--- src/rtl/hazard_scoreboard_pkg.sv ---
// hazard_scoreboard_pkg
//   Shared constants and types for the ID-stage hazard scoreboard.
//   NUM_REGS / REG_W describe the architectural register file; the
//   *_DEF values are the default scoreboard depth and counter width.
package hazard_scoreboard_pkg;

  localparam int NUM_REGS         = 16;
  localparam int REG_W            = 4;
  localparam int MAX_INFLIGHT_DEF = 3;
  localparam int CNT_W_DEF        = 2;

  typedef logic [REG_W-1:0] reg_idx_t;

endpackage : hazard_scoreboard_pkg

--- src/rtl/hazard_scoreboard_sb_counter.sv ---
// sb_counter
//   Saturating up/down counter tracking outstanding writes to one resource.
//   inc and dec in the same cycle cancel. A dec at zero leaves the count at
//   zero and pulses underflow; an inc (without dec) at MAX_VAL leaves the
//   count unchanged and pulses overflow. Both pulses are combinational.
// Ports
//   clk, rst   clock, synchronous active-high reset
//   inc, dec   one outstanding write added / retired this cycle
//   cnt        current count (registered)
//   zero, full cnt == 0, cnt == MAX_VAL
//   underflow  dec while zero
//   overflow   inc without dec while full
module sb_counter #(
  parameter int CNT_W   = 2,
  parameter int MAX_VAL = 3
) (
  input  logic             clk,
  input  logic             rst,
  input  logic             inc,
  input  logic             dec,
  output logic [CNT_W-1:0] cnt,
  output logic             zero,
  output logic             full,
  output logic             underflow,
  output logic             overflow
);

  assign zero      = (cnt == '0);
  assign full      = (cnt == CNT_W'(MAX_VAL));
  assign underflow = dec & zero;
  assign overflow  = inc & ~dec & full;

  always_ff @(posedge clk) begin
    if (rst) begin
      cnt <= '0;
    end else if (inc && !dec && !full) begin
      cnt <= cnt + CNT_W'(1);
    end else if (dec && !inc && !zero) begin
      cnt <= cnt - CNT_W'(1);
    end
  end

endmodule : sb_counter

--- src/rtl/hazard_scoreboard.sv ---
// hazard_scoreboard
//   Scoreboard hazard scheduler beside the ID stage. One counter per
//   architectural register records in-flight writes (set on issue, cleared
//   on writeback). ID is stalled while a source is still pending or while
//   the destination counter is saturated.
//   Optional feature macro: SR_HAZARD_EN -- also tracks in-flight status
//   flag writes and stalls flag-reading (conditional) instructions.
// Ports
//   clk, rst        clock, synchronous active-high reset
//   id_valid        ID holds a real instruction
//   id_src_1/2      source registers (src_2 read only when id_two_src)
//   id_dest,id_wb_en destination register and its write enable
//   id_s            instruction writes flags
//   id_cond_used    instruction reads flags
//   wb_wb_en,wb_dest register written back this cycle
//   sr_update       status register written this cycle
//   hazard, issue   stall request / instruction leaves ID (combinational)
//   busy_map        per-register "counter nonzero" (from state)
//   sb_error        sticky underflow/overflow indication
module hazard_scoreboard
  import hazard_scoreboard_pkg::*;
#(
  parameter int MAX_INFLIGHT = MAX_INFLIGHT_DEF,
  parameter int CNT_W        = CNT_W_DEF
) (
  input  logic                clk,
  input  logic                rst,
  input  logic                id_valid,
  input  logic [REG_W-1:0]    id_src_1,
  input  logic [REG_W-1:0]    id_src_2,
  input  logic                id_two_src,
  input  logic [REG_W-1:0]    id_dest,
  input  logic                id_wb_en,
  input  logic                id_s,
  input  logic                id_cond_used,
  input  logic                wb_wb_en,
  input  logic [REG_W-1:0]    wb_dest,
  input  logic                sr_update,
  output logic                hazard,
  output logic                issue,
  output logic [NUM_REGS-1:0] busy_map,
  output logic                sb_error
);

  logic [CNT_W-1:0]    cnt [NUM_REGS];
  logic [NUM_REGS-1:0] zero;
  logic [NUM_REGS-1:0] full;
  logic [NUM_REGS-1:0] underflow;
  logic [NUM_REGS-1:0] overflow;
  logic [NUM_REGS-1:0] inc_vec;
  logic [NUM_REGS-1:0] dec_vec;
  logic [NUM_REGS-1:0] pend_vec;
  logic                reg_haz;
  logic                waw_full;
  logic                flag_haz;
  logic                flag_err;

  for (genvar r = 0; r < NUM_REGS; r++) begin : g_reg
    assign inc_vec[r] = issue & id_wb_en & (id_dest == reg_idx_t'(r));
    assign dec_vec[r] = wb_wb_en & (wb_dest == reg_idx_t'(r));

    sb_counter #(
      .CNT_W   (CNT_W),
      .MAX_VAL (MAX_INFLIGHT)
    ) u_cnt (
      .clk       (clk),
      .rst       (rst),
      .inc       (inc_vec[r]),
      .dec       (dec_vec[r]),
      .cnt       (cnt[r]),
      .zero      (zero[r]),
      .full      (full[r]),
      .underflow (underflow[r]),
      .overflow  (overflow[r])
    );

    // The register file writes before it reads, so the last outstanding
    // write retiring this cycle already makes the value visible to ID.
    assign pend_vec[r] = ~zero[r] & ~(dec_vec[r] & (cnt[r] == CNT_W'(1)));
  end

  // Retire order is in-order, so a WAW with room in the counter is safe;
  // only a saturated counter stalls, unless a retire frees a slot now.
  assign waw_full = id_wb_en & full[id_dest] & ~dec_vec[id_dest];
  assign reg_haz  = pend_vec[id_src_1] | (id_two_src & pend_vec[id_src_2]) | waw_full;

`ifdef SR_HAZARD_EN
  logic [CNT_W-1:0] flag_cnt;
  logic             flag_zero;
  logic             flag_full;
  logic             flag_under;
  logic             flag_over;
  logic             flag_pend;

  sb_counter #(
    .CNT_W   (CNT_W),
    .MAX_VAL (MAX_INFLIGHT)
  ) u_flag_cnt (
    .clk       (clk),
    .rst       (rst),
    .inc       (issue & id_s),
    .dec       (sr_update),
    .cnt       (flag_cnt),
    .zero      (flag_zero),
    .full      (flag_full),
    .underflow (flag_under),
    .overflow  (flag_over)
  );

  assign flag_pend = ~flag_zero & ~(sr_update & (flag_cnt == CNT_W'(1)));
  assign flag_haz  = (id_cond_used & flag_pend) | (id_s & flag_full & ~sr_update);
  assign flag_err  = flag_under | flag_over;
`else
  logic unused_flag_inputs;
  assign unused_flag_inputs = ^{id_s, id_cond_used, sr_update};
  assign flag_haz = 1'b0;
  assign flag_err = 1'b0;
`endif

  // All hazard terms come from state and ID/WB inputs; issue feeds only
  // the counter increments, so there is no combinational loop.
  assign hazard   = id_valid & (reg_haz | flag_haz);
  assign issue    = id_valid & ~hazard;
  assign busy_map = ~zero;

  always_ff @(posedge clk) begin
    if (rst) begin
      sb_error <= 1'b0;
    end else if ((|underflow) || (|overflow) || flag_err) begin
      sb_error <= 1'b1;
    end
  end

endmodule : hazard_scoreboard

--- config.mk ---
export PLATFORM = sky130hd
export DESIGN_NAME = hazard_scoreboard
export DESIGN_NICKNAME = d
export VERILOG_FILES = /design/src/rtl/hazard_scoreboard_pkg.sv /design/src/rtl/hazard_scoreboard_sb_counter.sv /design/src/rtl/hazard_scoreboard.sv
export SDC_FILE = /design/constraint.sdc
export NUM_CORES = 1
export LEC_CHECK = 0
export CAP_MARGIN = 20
export CELL_PAD_IN_SITES_DETAIL_PLACEMENT = 1
export CELL_PAD_IN_SITES_GLOBAL_PLACEMENT = 2
export CORE_MARGIN = 2
export CORE_UTILIZATION = 25
export CTS_CLUSTER_DIAMETER = 120
export DETAILED_ROUTE_END_ITERATION = 7
export PLACE_DENSITY = 0.65
export RECOVER_POWER = 50
export SETUP_SLACK_MARGIN = 0.2
export SYNTH_ARGS = -nofsm -noshare
export SYNTH_HDL_FRONTEND = slang
export SYNTH_HIERARCHICAL = 1
export SYNTH_SLANG_ARGS = --single-unit
--- constraint.sdc ---
create_clock -name clk -period 3.78 [get_ports clk]
set_input_delay 0.567 -clock clk [delete_from_list [all_inputs] [get_ports clk]]
set_output_delay 0.567 -clock clk [all_outputs]
set_load 0.03 [all_outputs]
==> flow_summary.yaml, run 1 <==
synth:
  synth_edf_count: 0
  ys.flop_type: "dfxtp_1"
  yosysWarnings: 6
  ys_ff_latch: 33
  synthDistinctLibCells: 58
  seq_area_frac_synth: 0.187
  synth_cells: 477
  syn_area_per_cell_sq_um: 7.42
  netlist_area_sq_mm: 0.00354
  syn_nets: 502
  async_reset_ff_frac: 0
floorplan:
  dieArea_sq_mm: 0.0151
  die_w_microns: 123
  coreArea_sq_mm: 0.0138
  pin_count: 44
  rows: 43
  start_util: 0.256
  dieHeight_microns: 123
detailed_routing:
  post_drt_wl_per_cell_microns: 18.4
  drt-pass1-iter-count: 4
  via_per_inst: 5.16
  drt_iter0_markers: 209
  ant_nets: 0
  drc: 0
  routed_wl_microns: 14600
  vias: 4090
worst_setup_path:
  crit_path_end_kind: "output pin"
  worstReg2RegStart: "g_reg[11].u_cnt/cnt[1]"
  setup.worst_path.class: "primary input to output pin"
  cp_max_fo: 11
  cp-start-kind: "primary input"
  r2r-end: "sb_error"
  worstPathArrival_ns: 2.86
  reg2reg_depth: 16
  r2r_slack_ns: 0.50
  cp.required_ns: 3.21
global_route:
  antenna_found_initial: 0
  grt_pass1_wl_microns: 22800
  grt_overflow_total: 0
  grt_pass1_vias: 4164
  track_usage: 0.199
  grt_max_degree: 34
sta:
  hold_viol: 0
  fmax_mhz: 291
  skew_ns: 0.00547
  fin_crit_ns: 3.43
  setup-violations-final: 0
  slew_viol_final: 0
  maxSlewHeadroom: 0.421
  finalSetupTns_ns: 0
  finalCritPeriodShare: 0.908
  layout_setup_ws_ns: 0.349
  rsz0062_at_grt: "true"
  tightestPinTransition_ns: 0.868
layout:
  syn2layout_area_growth_pct: 49.0
  fin_nets: 637
  final_common_cell: "buf_4"
  diodes: 0
  final_cell_mix: "buf_4, nor2_1, and2_1"
  drive_gt1_frac: 0.346
cts:
  htreeDepth: 2
  path_clk_slew_ns: 0.05
  cts_hold_buf: 0
  tritoncts: "done"
  clkLatencyLatePin_ns: 0.30
  cts_sinks: 33
  cts_buffers: 5
  root_buffer: "clkbuf_16"
  clockBufferDepth: 2
worst_hold_path:
  hold_end: "g_reg[6].u_cnt/cnt[1]"
  worstHoldStart: "g_reg[6].u_cnt/cnt[1]"
  hold_class: "flip-flop to flip-flop"
  whs_path_depth: 2
power_and_ir_drop:
  pwr_density_cell_mw_per_mm2: 202
  peakVddDrop_uv: 126
  p_leak_nw: 2.13
place:
  dpl.hpwl_microns: 11400
  gp_congestion: 0.940
  portBuffers: 40
  place_ws_ns: -0.588
status:
  status: "finished, final reports clean"
job:
  max_cap_violations: 0
==> synth_stat cells (all sizes together) (7+ instances only) <==
cell	instances	area (sq um)
buf	11	72.6
and2	49	308
a221oi	16	240
or2b	16	140
nor2	57	214
dfxtp	33	661
nand4	8	50.1
nand3b	18	139
nand3	10	55.1
nand2	30	115
a21oi	20	100
nor2b	7	43.8
nor4	21	131
nand2b	21	131
inv	33	124
o21ai	38	250
and2b	17	128
nor3	17	85.1
==> worst max-delay path by stage <==
stage / from / endpoint / cells past startpoint
6_report: id_dest[2] / issue / 12
3_3_place_gp: wb_dest[1] / sb_error / 19
5_1_grt: wb_wb_en / sb_error / 16
4_1_cts: wb_dest[3] / sb_error / 17
2_1_floorplan: wb_wb_en / sb_error / 16
3_5_place_dp: wb_dest[1] / g_reg[0].u_cnt/cnt[0] / 18
==> final cells by class <==
class	count	area, sq um
fill	1667	8560
multi-input combinational	396	2880
timing repair buffer	143	1220
sequential	33	661
tap	180	225
clock buffer	7	153
inverter	33	124
clock inverter	1	5.00
==> report_power, final <==
group	switching, W	internal [W]
registers	0.00000388	0.000351
logic	0.000142	0.000121
clock network	0.000168	0.000279
==> worst max-delay path, cell delays in order <==
cell	delay, ns
clkdlybuf4s50_1	0.54
buf_4	0.24
nand2_1	0.11
o311ai_1	0.28
nor3_2	0.09
buf_4	0.14
a32oi_2	0.22
o211ai_4	0.16
buf_6	0.15
buf_4	0.12
nor2_2	0.07
buf_4	0.16
==> stage by stage <==
stage                     area, sq um  total power, W  utilization  hold WS [ns]  cells
after floorplan                  3540        0.000467            -         0.485    477
after global placement           4770        0.000586        0.345         0.522    772
after detailed placement         4770        0.000590        0.345         0.536    772
after CTS                        5070         0.00106        0.367         0.543    783
after global routing             5270         0.00112        0.381         0.581    793
final                            5270         0.00106        0.381         0.539    793
==> cells by family after synthesis <==
family | count (synthesis) | synth area share
flip-flops | 33 | 0.187
AO/OA/AOI/OAI | 105 | 0.247
multiplexers | 5 | 0.0283
XOR/XNOR | 2 | 0.00495
AND/OR/NAND/NOR | 284 | 0.474
buffers and inverters | 48 | 0.0598
==> sequential cells by signal, summed over array words and instances (netlist names) <==
signal and count:
g.u_cnt/cnt 32, sb_error 1
==> what timing repair did <==
action,4_1_cts,5_1_grt
pin swaps,9,15
buffers inserted,2,8
endpoints found under the setup margin,32,26
resized for setup,35,37
gates cloned,1,2
==> metal layers <==
metal,wire (microns),track usage,vias to the layer above
met3,602,0.0291,18
met2,6880,0.332,73
met4,275,0.0575,0
li1,-,-,2002
met1,6830,0.265,1997
met5,0,0,-
Power figures use the tool's default switching activity.
==> inputs of run 2 (changes only) <==
clock period = 3.25 ns   (was 3.78 ns; I/O delays follow)
==> flow_summary.yaml, run 2 (synthesized netlist as in run 1, its figures left out) <==
status:
  status: "finished, final reports clean"
cts:
  clkLatencyLatePin_ns: 0.29
  cts_sinks: 33
  cts_buffers: 5
  clockBufferDepth: 2
  path_clk_slew_ns: 0.06
  root_buffer: "clkbuf_16"
  tritoncts: "done"
  htreeDepth: 2
worst_hold_path:
  hold_end: "g_reg[8].u_cnt/cnt[0]"
  whs_path_depth: 1
  hold_class: "flip-flop to flip-flop"
  worstHoldStart: "g_reg[8].u_cnt/cnt[0]"
sta:
  layout_setup_ws_ns: 0.0576
  fin_crit_ns: 3.19
  timing.hold.ws_ns: 0.509
  setup-violations-final: 0
  hold_viol: 0
  maxSlewHeadroom: 0.406
  fmax_mhz: 313
  rsz0062_at_grt: "true"
  tightestPinTransition_ns: 0.891
  finalCritPeriodShare: 0.982
  slew_viol_final: 0
  skew_ns: 0.00604
worst_setup_path:
  cp_max_fo: 7
  cp.required_ns: 3.47
  r2r-end: "sb_error"
  setup.worst_path.class: "primary input to flip-flop"
  r2r_slack_ns: 0.10
  cp-start-kind: "primary input"
  worstPathArrival_ns: 3.42
  crit_chain: "buf_8, buf_6, buf_6, or3b_4, nor4b_4, o21ai_2, a22o_1, a32oi_2, o211ai_4, buf_6, nor4_4, and2b_1, and2_4, nor4_2, buf_4, nand2_4, nor4_2, buf_4, a21oi_2"
  max_stage_delay_ns: 0.41
  crit_top_cell: "buf_6"
  reg2reg_depth: 17
  crit_path_end_kind: "flip-flop"
  crit_slowest_cell: "or3b_4"
  worstReg2RegStart: "g_reg[8].u_cnt/cnt[1]"
global_route:
  grt_pass1_wl_microns: 24200
  grt_overflow_total: 0
  antenna_found_initial: 0
  grt_max_degree: 34
  grt_pass1_vias: 4577
  track_usage: 0.212
layout:
  largest_reg_flops: 32
  diodes: 0
  final_common_cell: "buf_4"
  nFillCells: 1635
  final_cell_area_sq_mm: 0.00623
  final_cells: 860
  fin_nets: 704
  multi_input_comb_area_sq_mm: 0.00326
  regArea_sq_um: 678
  largestRegisters: "g.u_cnt/cnt x32, sb_error x1"
  drive_gt1_frac: 0.496
  regMostFlops: "g.u_cnt/cnt"
  syn2layout_area_growth_pct: 76.3
  final_cell_mix: "buf_4, nor2_1, and2_1"
power_and_ir_drop:
  peakVddDrop_uv: 154
  p_leak_nw: 2.58
  pwr_density_cell_mw_per_mm2: 212
detailed_routing:
  drt_iter0_markers: 224
  drt-pass1-iter-count: 5
  vias: 4417
  routed_wl_microns: 16200
  ant_nets: 0
  via_per_inst: 5.14
  post_drt_wl_per_cell_microns: 18.8
  drc: 0
floorplan:
  die_w_microns: 123
  rows: 43
  dieHeight_microns: 123
  pin_count: 44
  dieArea_sq_mm: 0.0151
  coreArea_sq_mm: 0.0138
  start_util: 0.256
job:
  max_cap_violations: 0
place:
  portBuffers: 40
  post_dp_cell_area_sq_mm: 0.00516
  dpl.hpwl_microns: 12200
  place_ws_ns: -1.02
  gp_congestion: 0.915
  place_inst: 826
==> run 2: how the worst max path moves through the flow <==
stage | endpoint | start | cells after the start | slack (ns)
2_1_floorplan | sb_error | wb_wb_en | 16 | 0.20
5_1_grt | sb_error | wb_dest[2] | 19 | -0.07
3_5_place_dp | sb_error | wb_dest[1] | 16 | -1.02
3_3_place_gp | sb_error | wb_dest[1] | 16 | -1.0
4_1_cts | sb_error | wb_dest[1] | 18 | 0.0009
6_report | sb_error | wb_dest[2] | 19 | 0.06
==> run 2: power by group <==
| group | switching (W) | leakage [nW] | internal [W] |
|---|---|---|---|
| Combinational | 0.000202 | 2.23 | 0.000180 |
| Sequential | 0.00000437 | 0.272 | 0.000407 |
| Clock | 0.000202 | 0.0799 | 0.000325 |
| Total | 0.000408 | 2.58 | 0.000911 |
==> run 2: critical path: cells and delay by family <==
family	cells	cell delay [ns]
AND/OR/NAND/NOR	8	1.34
AO/OA/AOI/OAI	5	0.81
buffers and inverters	6	0.76
==> run 2: cell type report <==
type / instances / share of cell area
timing repair buffer: 210 / 0.287
sequential: 33 / 0.109
clock buffer: 7 / 0.0245
tap: 180 / 0.0361
clock inverter: 1 / 0.000803
multi-input combinational: 396 / 0.523
inverter: 33 / 0.0199
==> run 2: what timing repair did <==
item | CTS | global route
hold buffers | 0 | 0
resized for setup | 130 | 81
setup endpoints to repair | 35 | 35
setup buffers | 21 | 5
pin swaps | 29 | 27
==> run 2: layer usage <==
| metal | vias up | wire [microns] | track usage |
|---|---|---|---|
| li1 | 2136 | - | - |
| met1 | 2158 | 7270 | 0.280 |
| met2 | 100 | 7860 | 0.356 |
| met3 | 23 | 710 | 0.0327 |
| met4 | 0 | 348 | 0.0639 |
| met5 | - | 0 | 0 |
==> run 2: per-stage QoR <==
step / TNS (ns) / utilization / power (W)
floorplan: 0 / - / 0.000543
detailed placement: -21.91 / 0.373 / 0.000708
CTS: 0 / 0.426 / 0.00130
global route: -0.0714 / 0.451 / 0.00137
global placement: -22.09 / 0.373 / 0.000704
finish: 0 / 0.451 / 0.00132
